### config.mk
export PLATFORM = sky130hd
export DESIGN_NAME = mbist_march_ctrl
export DESIGN_NICKNAME = d
export VERILOG_FILES = /design/src/rtl/mbist_pkg.sv /design/src/rtl/counter.sv /design/src/rtl/mbist_march_ctrl.sv
export SDC_FILE = /design/constraint.sdc
export NUM_CORES = 1
export LEC_CHECK = 0
export BUFFER_PORTS_ARGS = -buffer_cell sky130_fd_sc_hd__buf_2
export CAP_MARGIN = 20
export CORE_UTILIZATION = 40
export CTS_CLUSTER_DIAMETER = 40
export CTS_CLUSTER_SIZE = 14
export DETAILED_ROUTE_END_ITERATION = 16
export HOLD_SLACK_MARGIN = 0.15
export MAX_ROUTING_LAYER = met4
export PLACE_DENSITY = 0.73
export SLEW_MARGIN = 20
export SYNTH_ARGS = -nofsm -noshare
export SYNTH_HDL_FRONTEND = slang
export SYNTH_SLANG_ARGS = --single-unit
### constraint.sdc
create_clock -name clk -period 5.8 [get_ports clk]
set_clock_uncertainty 0.2 [all_clocks]
set_input_delay 1.16 -clock clk [delete_from_list [all_inputs] [get_ports clk]]
set_output_delay 1.16 -clock clk [all_outputs]
set_load 0.02 [all_outputs]
### src/rtl/mbist_pkg.sv
// -----------------------------------------------------------------------------
// mbist_pkg
// Shared types and constants for the March C- MBIST controller.
//   op_e          : memory operation kinds (w0, w1, r0, r1)
//   march_elem_t  : one march element (direction, op count, up to two ops)
//   MARCH_C_MINUS : the six elements M0..M5 of March C-
//   state_e       : controller FSM states
//   op_data_bit   : background bit of an op; the data word is this bit
//                   replicated across the word (all-0 / all-1)
// -----------------------------------------------------------------------------
package mbist_pkg;

  typedef enum logic [1:0] {
    W0 = 2'd0,
    W1 = 2'd1,
    R0 = 2'd2,
    R1 = 2'd3
  } op_e;

  // dir: 1 = ascending address order, 0 = descending.
  // op1 is only meaningful when n_ops == 2.
  typedef struct packed {
    logic       dir;
    logic [1:0] n_ops;
    op_e        op0;
    op_e        op1;
  } march_elem_t;

  localparam int N_ELEMS = 6;

  localparam march_elem_t MARCH_C_MINUS [N_ELEMS] = '{
    '{dir: 1'b1, n_ops: 2'd1, op0: W0, op1: W0},  // M0 up   (w0)
    '{dir: 1'b1, n_ops: 2'd2, op0: R0, op1: W1},  // M1 up   (r0,w1)
    '{dir: 1'b1, n_ops: 2'd2, op0: R1, op1: W0},  // M2 up   (r1,w0)
    '{dir: 1'b0, n_ops: 2'd2, op0: R0, op1: W1},  // M3 down (r0,w1)
    '{dir: 1'b0, n_ops: 2'd2, op0: R1, op1: W0},  // M4 down (r1,w0)
    '{dir: 1'b1, n_ops: 2'd1, op0: R0, op1: R0}   // M5 up   (r0)
  };

  typedef enum logic [2:0] {
    S_IDLE  = 3'd0,
    S_LOAD  = 3'd1,
    S_RUN   = 3'd2,
    S_DRAIN = 3'd3,
    S_DONE  = 3'd4
  } state_e;

  // Background value carried by an op: 1 for w1/r1, 0 for w0/r0.
  function automatic logic op_data_bit(input op_e op);
    return (op == W1) || (op == R1);
  endfunction

  function automatic logic op_is_read(input op_e op);
    return (op == R0) || (op == R1);
  endfunction

  function automatic op_e elem_op(input march_elem_t e, input logic k);
    return k ? e.op1 : e.op0;
  endfunction

endpackage

### src/rtl/counter.sv
// -----------------------------------------------------------------------------
// counter
// Up/down loadable counter used as the MBIST address generator.
//   clk   : clock, rising edge
//   rst_n : synchronous active-low reset (q -> 0)
//   ld    : load d_in (has priority over cen)
//   d_in  : load value
//   u_d   : count direction, 1 = up, 0 = down
//   cen   : count enable
//   q     : counter value
//   cout  : carry/borrow out, high when counting past the end of the range
// -----------------------------------------------------------------------------
module counter #(
  parameter int length = 4
) (
  input  logic              clk,
  input  logic              rst_n,
  input  logic              ld,
  input  logic [length-1:0] d_in,
  input  logic              u_d,
  input  logic              cen,
  output logic [length-1:0] q,
  output logic              cout
);

  logic [length-1:0] r_q;

  always_ff @(posedge clk) begin
    if (!rst_n) begin
      r_q <= '0;
    end else if (ld) begin
      r_q <= d_in;
    end else if (cen) begin
      r_q <= u_d ? (r_q + 1'b1) : (r_q - 1'b1);
    end
  end

  assign q    = r_q;
  assign cout = cen & (u_d ? (&r_q) : ~(|r_q));

endmodule

### src/rtl/mbist_march_ctrl.sv
// -----------------------------------------------------------------------------
// mbist_march_ctrl
// March C- sequencer for one synchronous single-port SRAM.
//   clk, rst_n      : clock / synchronous active-low reset
//   start           : 1-cycle run request, only looked at in IDLE
//   mem_addr        : address (counter value in RUN, else 0)
//   mem_we, mem_re  : 1-cycle write / read strobes, never both high
//   mem_wdata       : all-0 / all-1 background, 0 when not writing
//   mem_rdata       : read data
//   busy            : high from the first LOAD cycle through DRAIN
//   done            : 1-cycle completion pulse
//   fail            : sticky mismatch flag, cleared on accepted start
//   fail_addr/elem  : address and element of the first mismatch
//   fail_cnt        : saturating mismatch count
//   dbg_state       : current FSM state
//   dbg_cout        : address counter carry (observation only)
//
// Handshake: start is a single-cycle request with no ready; it is taken
// only when the FSM is in IDLE and dropped otherwise. The memory returns
// mem_rdata exactly one cycle after mem_re, with no backpressure.
// -----------------------------------------------------------------------------
module mbist_march_ctrl
  import mbist_pkg::*;
#(
  parameter int ADDR_W = 10,
  parameter int DATA_W = 8
) (
  input  logic              clk,
  input  logic              rst_n,
  input  logic              start,
  output logic [ADDR_W-1:0] mem_addr,
  output logic              mem_we,
  output logic              mem_re,
  output logic [DATA_W-1:0] mem_wdata,
  input  logic [DATA_W-1:0] mem_rdata,
  output logic              busy,
  output logic              done,
  output logic              fail,
  output logic [ADDR_W-1:0] fail_addr,
  output logic [2:0]        fail_elem,
  output logic [7:0]        fail_cnt,
  output logic [2:0]        dbg_state,
  output logic              dbg_cout
);

  state_e            r_state, w_state_nxt;
  logic [2:0]        r_elem;
  logic              r_k;

  march_elem_t       w_elem;
  op_e               w_op;
  logic              w_last_op, w_term;
  logic              w_ld, w_cen, w_wr, w_rd;
  logic [ADDR_W-1:0] w_q, w_d_in;
  logic              w_cout;

  // One-deep read compare pipeline.
  logic              r_cmp_vld;
  logic [DATA_W-1:0] r_cmp_exp;
  logic [ADDR_W-1:0] r_cmp_addr;
  logic [2:0]        r_cmp_elem;

  logic              r_fail;
  logic [ADDR_W-1:0] r_fail_addr;
  logic [2:0]        r_fail_elem;
  logic [7:0]        r_fail_cnt;

  assign w_elem    = MARCH_C_MINUS[r_elem];
  assign w_op      = elem_op(w_elem, r_k);
  assign w_last_op = ({1'b0, r_k} == (w_elem.n_ops - 2'd1));
  // Terminal address is checked here rather than via cout so the counter
  // never steps past the end of the array.
  assign w_term    = w_elem.dir ? (w_q == '1) : (w_q == '0);
  assign w_d_in    = w_elem.dir ? '0 : '1;

  counter #(.length(ADDR_W)) u_addr_cnt (
    .clk   (clk),
    .rst_n (rst_n),
    .ld    (w_ld),
    .d_in  (w_d_in),
    .u_d   (w_elem.dir),
    .cen   (w_cen),
    .q     (w_q),
    .cout  (w_cout)
  );

  always_comb begin
    w_state_nxt = r_state;
    w_ld        = 1'b0;
    w_cen       = 1'b0;
    w_wr        = 1'b0;
    w_rd        = 1'b0;
    case (r_state)
      S_IDLE:  if (start) w_state_nxt = S_LOAD;
      S_LOAD: begin
        w_ld        = 1'b1;
        w_state_nxt = S_RUN;
      end
      S_RUN: begin
        w_rd = op_is_read(w_op);
        w_wr = ~op_is_read(w_op);
        if (w_last_op) begin
          if (w_term) begin
            w_state_nxt = (r_elem == 3'd5) ? S_DRAIN : S_LOAD;
          end else begin
            w_cen = 1'b1;
          end
        end
      end
      S_DRAIN: w_state_nxt = S_DONE;
      S_DONE:  w_state_nxt = S_IDLE;
      default: w_state_nxt = S_IDLE;
    endcase
  end

  always_ff @(posedge clk) begin
    if (!rst_n) begin
      r_state     <= S_IDLE;
      r_elem      <= 3'd0;
      r_k         <= 1'b0;
      r_cmp_vld   <= 1'b0;
      r_cmp_exp   <= '0;
      r_cmp_addr  <= '0;
      r_cmp_elem  <= 3'd0;
      r_fail      <= 1'b0;
      r_fail_addr <= '0;
      r_fail_elem <= 3'd0;
      r_fail_cnt  <= 8'd0;
    end else begin
      r_state <= w_state_nxt;

      if (r_state == S_LOAD) begin
        r_k <= 1'b0;
      end else if (r_state == S_RUN) begin
        if (w_last_op) begin
          r_k <= 1'b0;
          if (w_term && (r_elem != 3'd5)) r_elem <= r_elem + 3'd1;
        end else begin
          r_k <= 1'b1;
        end
      end

      r_cmp_vld <= w_rd;
      if (w_rd) begin
        r_cmp_exp  <= {DATA_W{op_data_bit(w_op)}};
        r_cmp_addr <= w_q;
        r_cmp_elem <= r_elem;
      end

      if (r_cmp_vld && (mem_rdata != r_cmp_exp)) begin
        r_fail <= 1'b1;
        if (r_fail_cnt != 8'hFF) r_fail_cnt <= r_fail_cnt + 8'd1;
        if (!r_fail) begin
          r_fail_addr <= r_cmp_addr;
          r_fail_elem <= r_cmp_elem;
        end
      end

      // No compare can be pending in IDLE, so the clear never collides
      // with a mismatch update.
      if ((r_state == S_IDLE) && start) begin
        r_elem      <= 3'd0;
        r_fail      <= 1'b0;
        r_fail_addr <= '0;
        r_fail_elem <= 3'd0;
        r_fail_cnt  <= 8'd0;
      end
    end
  end

  assign mem_addr  = (r_state == S_RUN) ? w_q : '0;
  assign mem_we    = w_wr;
  assign mem_re    = w_rd;
  assign mem_wdata = w_wr ? {DATA_W{op_data_bit(w_op)}} : '0;
  assign busy      = (r_state == S_LOAD) || (r_state == S_RUN) || (r_state == S_DRAIN);
  assign done      = (r_state == S_DONE);
  assign fail      = r_fail;
  assign fail_addr = r_fail_addr;
  assign fail_elem = r_fail_elem;
  assign fail_cnt  = r_fail_cnt;
  assign dbg_state = r_state;
  assign dbg_cout  = w_cout;

endmodule

==> qor.txt <==
Hold worst-path end: r_cmp_addr[9]
Starting DRT DRC Count: 148
Number of core rows: 32
Main synth FF type: dfxtp_1
Chip width: 92.15 um
Cts hold-fix bufs: 0
Reg-to-reg slack, setup: 2.24 ns
Top cells by instance count after synthesis: nor2_1 (64), dfxtp_1 (54), nand2_1 (51)
Hold Slack: 0.2618 ns
Postcts setup bufs: 0
Final min period: 4.059 ns
Placer congestion estimate: 0.9937
Sum Neg Setup Slack: 0 ns
CP startpoint: r_elem[0]
Number of fill cells: 792
Top cell type's share of synthesized area: 0.3326
Cell Area, Synth: 3251 um2
IO Pins: 59
CP Max Fanout: 18
Power Density: 203.5 nW/um2
DIE HEIGHT: 92.15 um
Final Hold Viols: 0
DP HPWL: 5835 um
Relative slew margins: 0.3765
Initial antenna violation count: 0
Drt wl/cell: 14.81 um
Number of clock sinks seen by CTS: 54
Crit path required time: 4.44 ns
Worst hold path type: reg2reg
Cell variety after synth: 65
Run status: completed
Largest net degree at the start of global routing: 27
Startpoint Class: flop
Number of synthesized flops with an enable pin: 0
Root Buffer: clkbuf_8
Leakage: 1.409 nW
Final Power: 732.9 uW
Post-route clock period utilization: 0.6998
Clock Latency Late Sink: 0.33 ns
Core footprint: 7807 um2
Syn-to-layout area delta: 10.82%
Vias/cell: 5.594
Htree depth: 2
Final global-route overflow total: 0
Final Slew Violations: 0
Endpoint class of the critical path: output pin
GRT Overall Usage: 0.2029
WL final: 8131 um
Synth area leader: dfxtp_1
Post-synthesis async set-or-reset flop share: 0
Die footprint: 8491 um2
Port Buf Inserts: 57
Top post-synthesis cells by area: dfxtp_1 (33%), nor2_1 (7.4%), nand2_1 (5.9%), a21oi_1 (5.7%), mux2i_1 (5.2%)
Vias in the first global route: 2916
Starting Density: 0.4163
Layout cells sized above 1: 0.1946
Remaining DRCs: 0
RSZ-0062 raised after global routing: false
# setup viols final: 0
Hold Startpoint: r_cmp_addr[9]
Max Fclk: 246.4 MHz
Antenna diodes: 0
Synth Register Bits: 54
Post-synthesis sequential area ratio: 0.3326
Synth Net Count: 429
Reg-to-reg endpoint: u_addr_cnt.q[6]
CTS Buffer Depth: 2
Syn_area_per_cell: 7.909 um2
Leading cell type by number of instances after synthesis: nor2_1
CP Class: reg2out
DR vias: 3071
Layout net count: 464
CTS tree: built
Antenna Nets Post-Route: 0
DR pass1 iterations: 5
Synth warn: 0
IR drop worst, VDD: 0.09759 mV
R2R Path Start: r_elem[2]
Number of max-cap violations: 0
Hold Path Depth: 2
Worst-Margin Slew: 0.9332 ns
Reg2Reg Depth: 11
Inserted Clock Buffers: 5
Data arrival, critical path: 2.70 ns
Post-Syn Instances: 411
First-pass GRT wire length: 13480 um
Clock transition at the registers of the reported paths: 0.11 ns
CTS-repair resized insts: 0
stage by stage:
step           std cells  area [um2]  setup slack (ns)  utilization
6_report             549        3602             1.741       0.4614
5_1_grt              549        3602             1.522       0.4614
4_1_cts              549        3602             1.764       0.4614
3_5_place_dp         541        3485             2.147       0.4463
3_3_place_gp         541        3485             2.287       0.4463
2_1_floorplan        411        3251             2.396            -
final cells by class:
cell class	count	area [um2]	share of cell area
multi-input cells	314	1934	0.5370
flip-flops and latches	54	1081	0.3001
repair buffers	58	292.8	0.08128
well taps	102	127.6	0.03543
clock buffers	5	68.82	0.01910
clock inverters	3	48.80	0.01355
inverters	13	48.80	0.01355
worst max path at each step:
stage | endpoint | slack, ns
global placement | mem_re | 2.29
finish | mem_re | 1.74
detailed placement | mem_re | 2.15
floorplan | mem_wdata[1] | 2.40
global route | mem_re | 1.52
CTS | mem_re | 1.76
cells in the final DEF, fill, tap and decap left out, types with 10 or more instances in the layout:
| cell | instances |
|---|---|
| a21oi_1 | 37 |
| buf_2 | 57 |
| dfxtp_1 | 54 |
| inv_1 | 12 |
| mux2i_1 | 17 |
| nand2_1 | 51 |
| nand3_1 | 10 |
| nor2_1 | 64 |
| nor3_1 | 11 |
| o21ai_0 | 10 |
worst max-delay path, stage by stage, from the launching register on:
cell and delay, ns:
dfxtp_1 0.57, inv_1 0.16, ha_1 0.25, nor2_1 0.09
nor2_1 0.04, a21oi_1 0.24, nand2_1 0.40, inv_1 0.39
buf_2 0.24
power by group:
part	total, mW	switching, mW	internal, mW
logic	0.0792	0.0552	0.0241
registers	0.384	0.00929	0.375
clock network	0.270	0.138	0.132
total	0.733	0.203	0.530
registers in the layout, summed over array words and instances (netlist names), 3 cells and up:
register and flops:
r_elem 3, fail_elem 3, u_addr_cnt.q 10, r_cmp_elem 3
fail_addr 10, dbg_state 3, fail_cnt 8, r_cmp_addr 10
logic make-up after synthesis:
logic type	share of synthesized area
and+or+nand+nor	0.2764
buffers and inverters	0.07390
AOI/OAI and AO/OA	0.2044
other	0.001154
DFF	0.3326
xor gates and xnor gates	0.03233
muxes	0.05235
adders and majority gates	0.02694
metal layers:
layer  vias up  GRT usage  routed length, um
met4         0    0.08594                204
li1       1511          -                  -
met5         -          -                  0
met3        18    0.03317                463
met1      1427     0.2383               3565
met2       115     0.3427               3899
No activity file was read; power rests on OpenSTA's default activity.
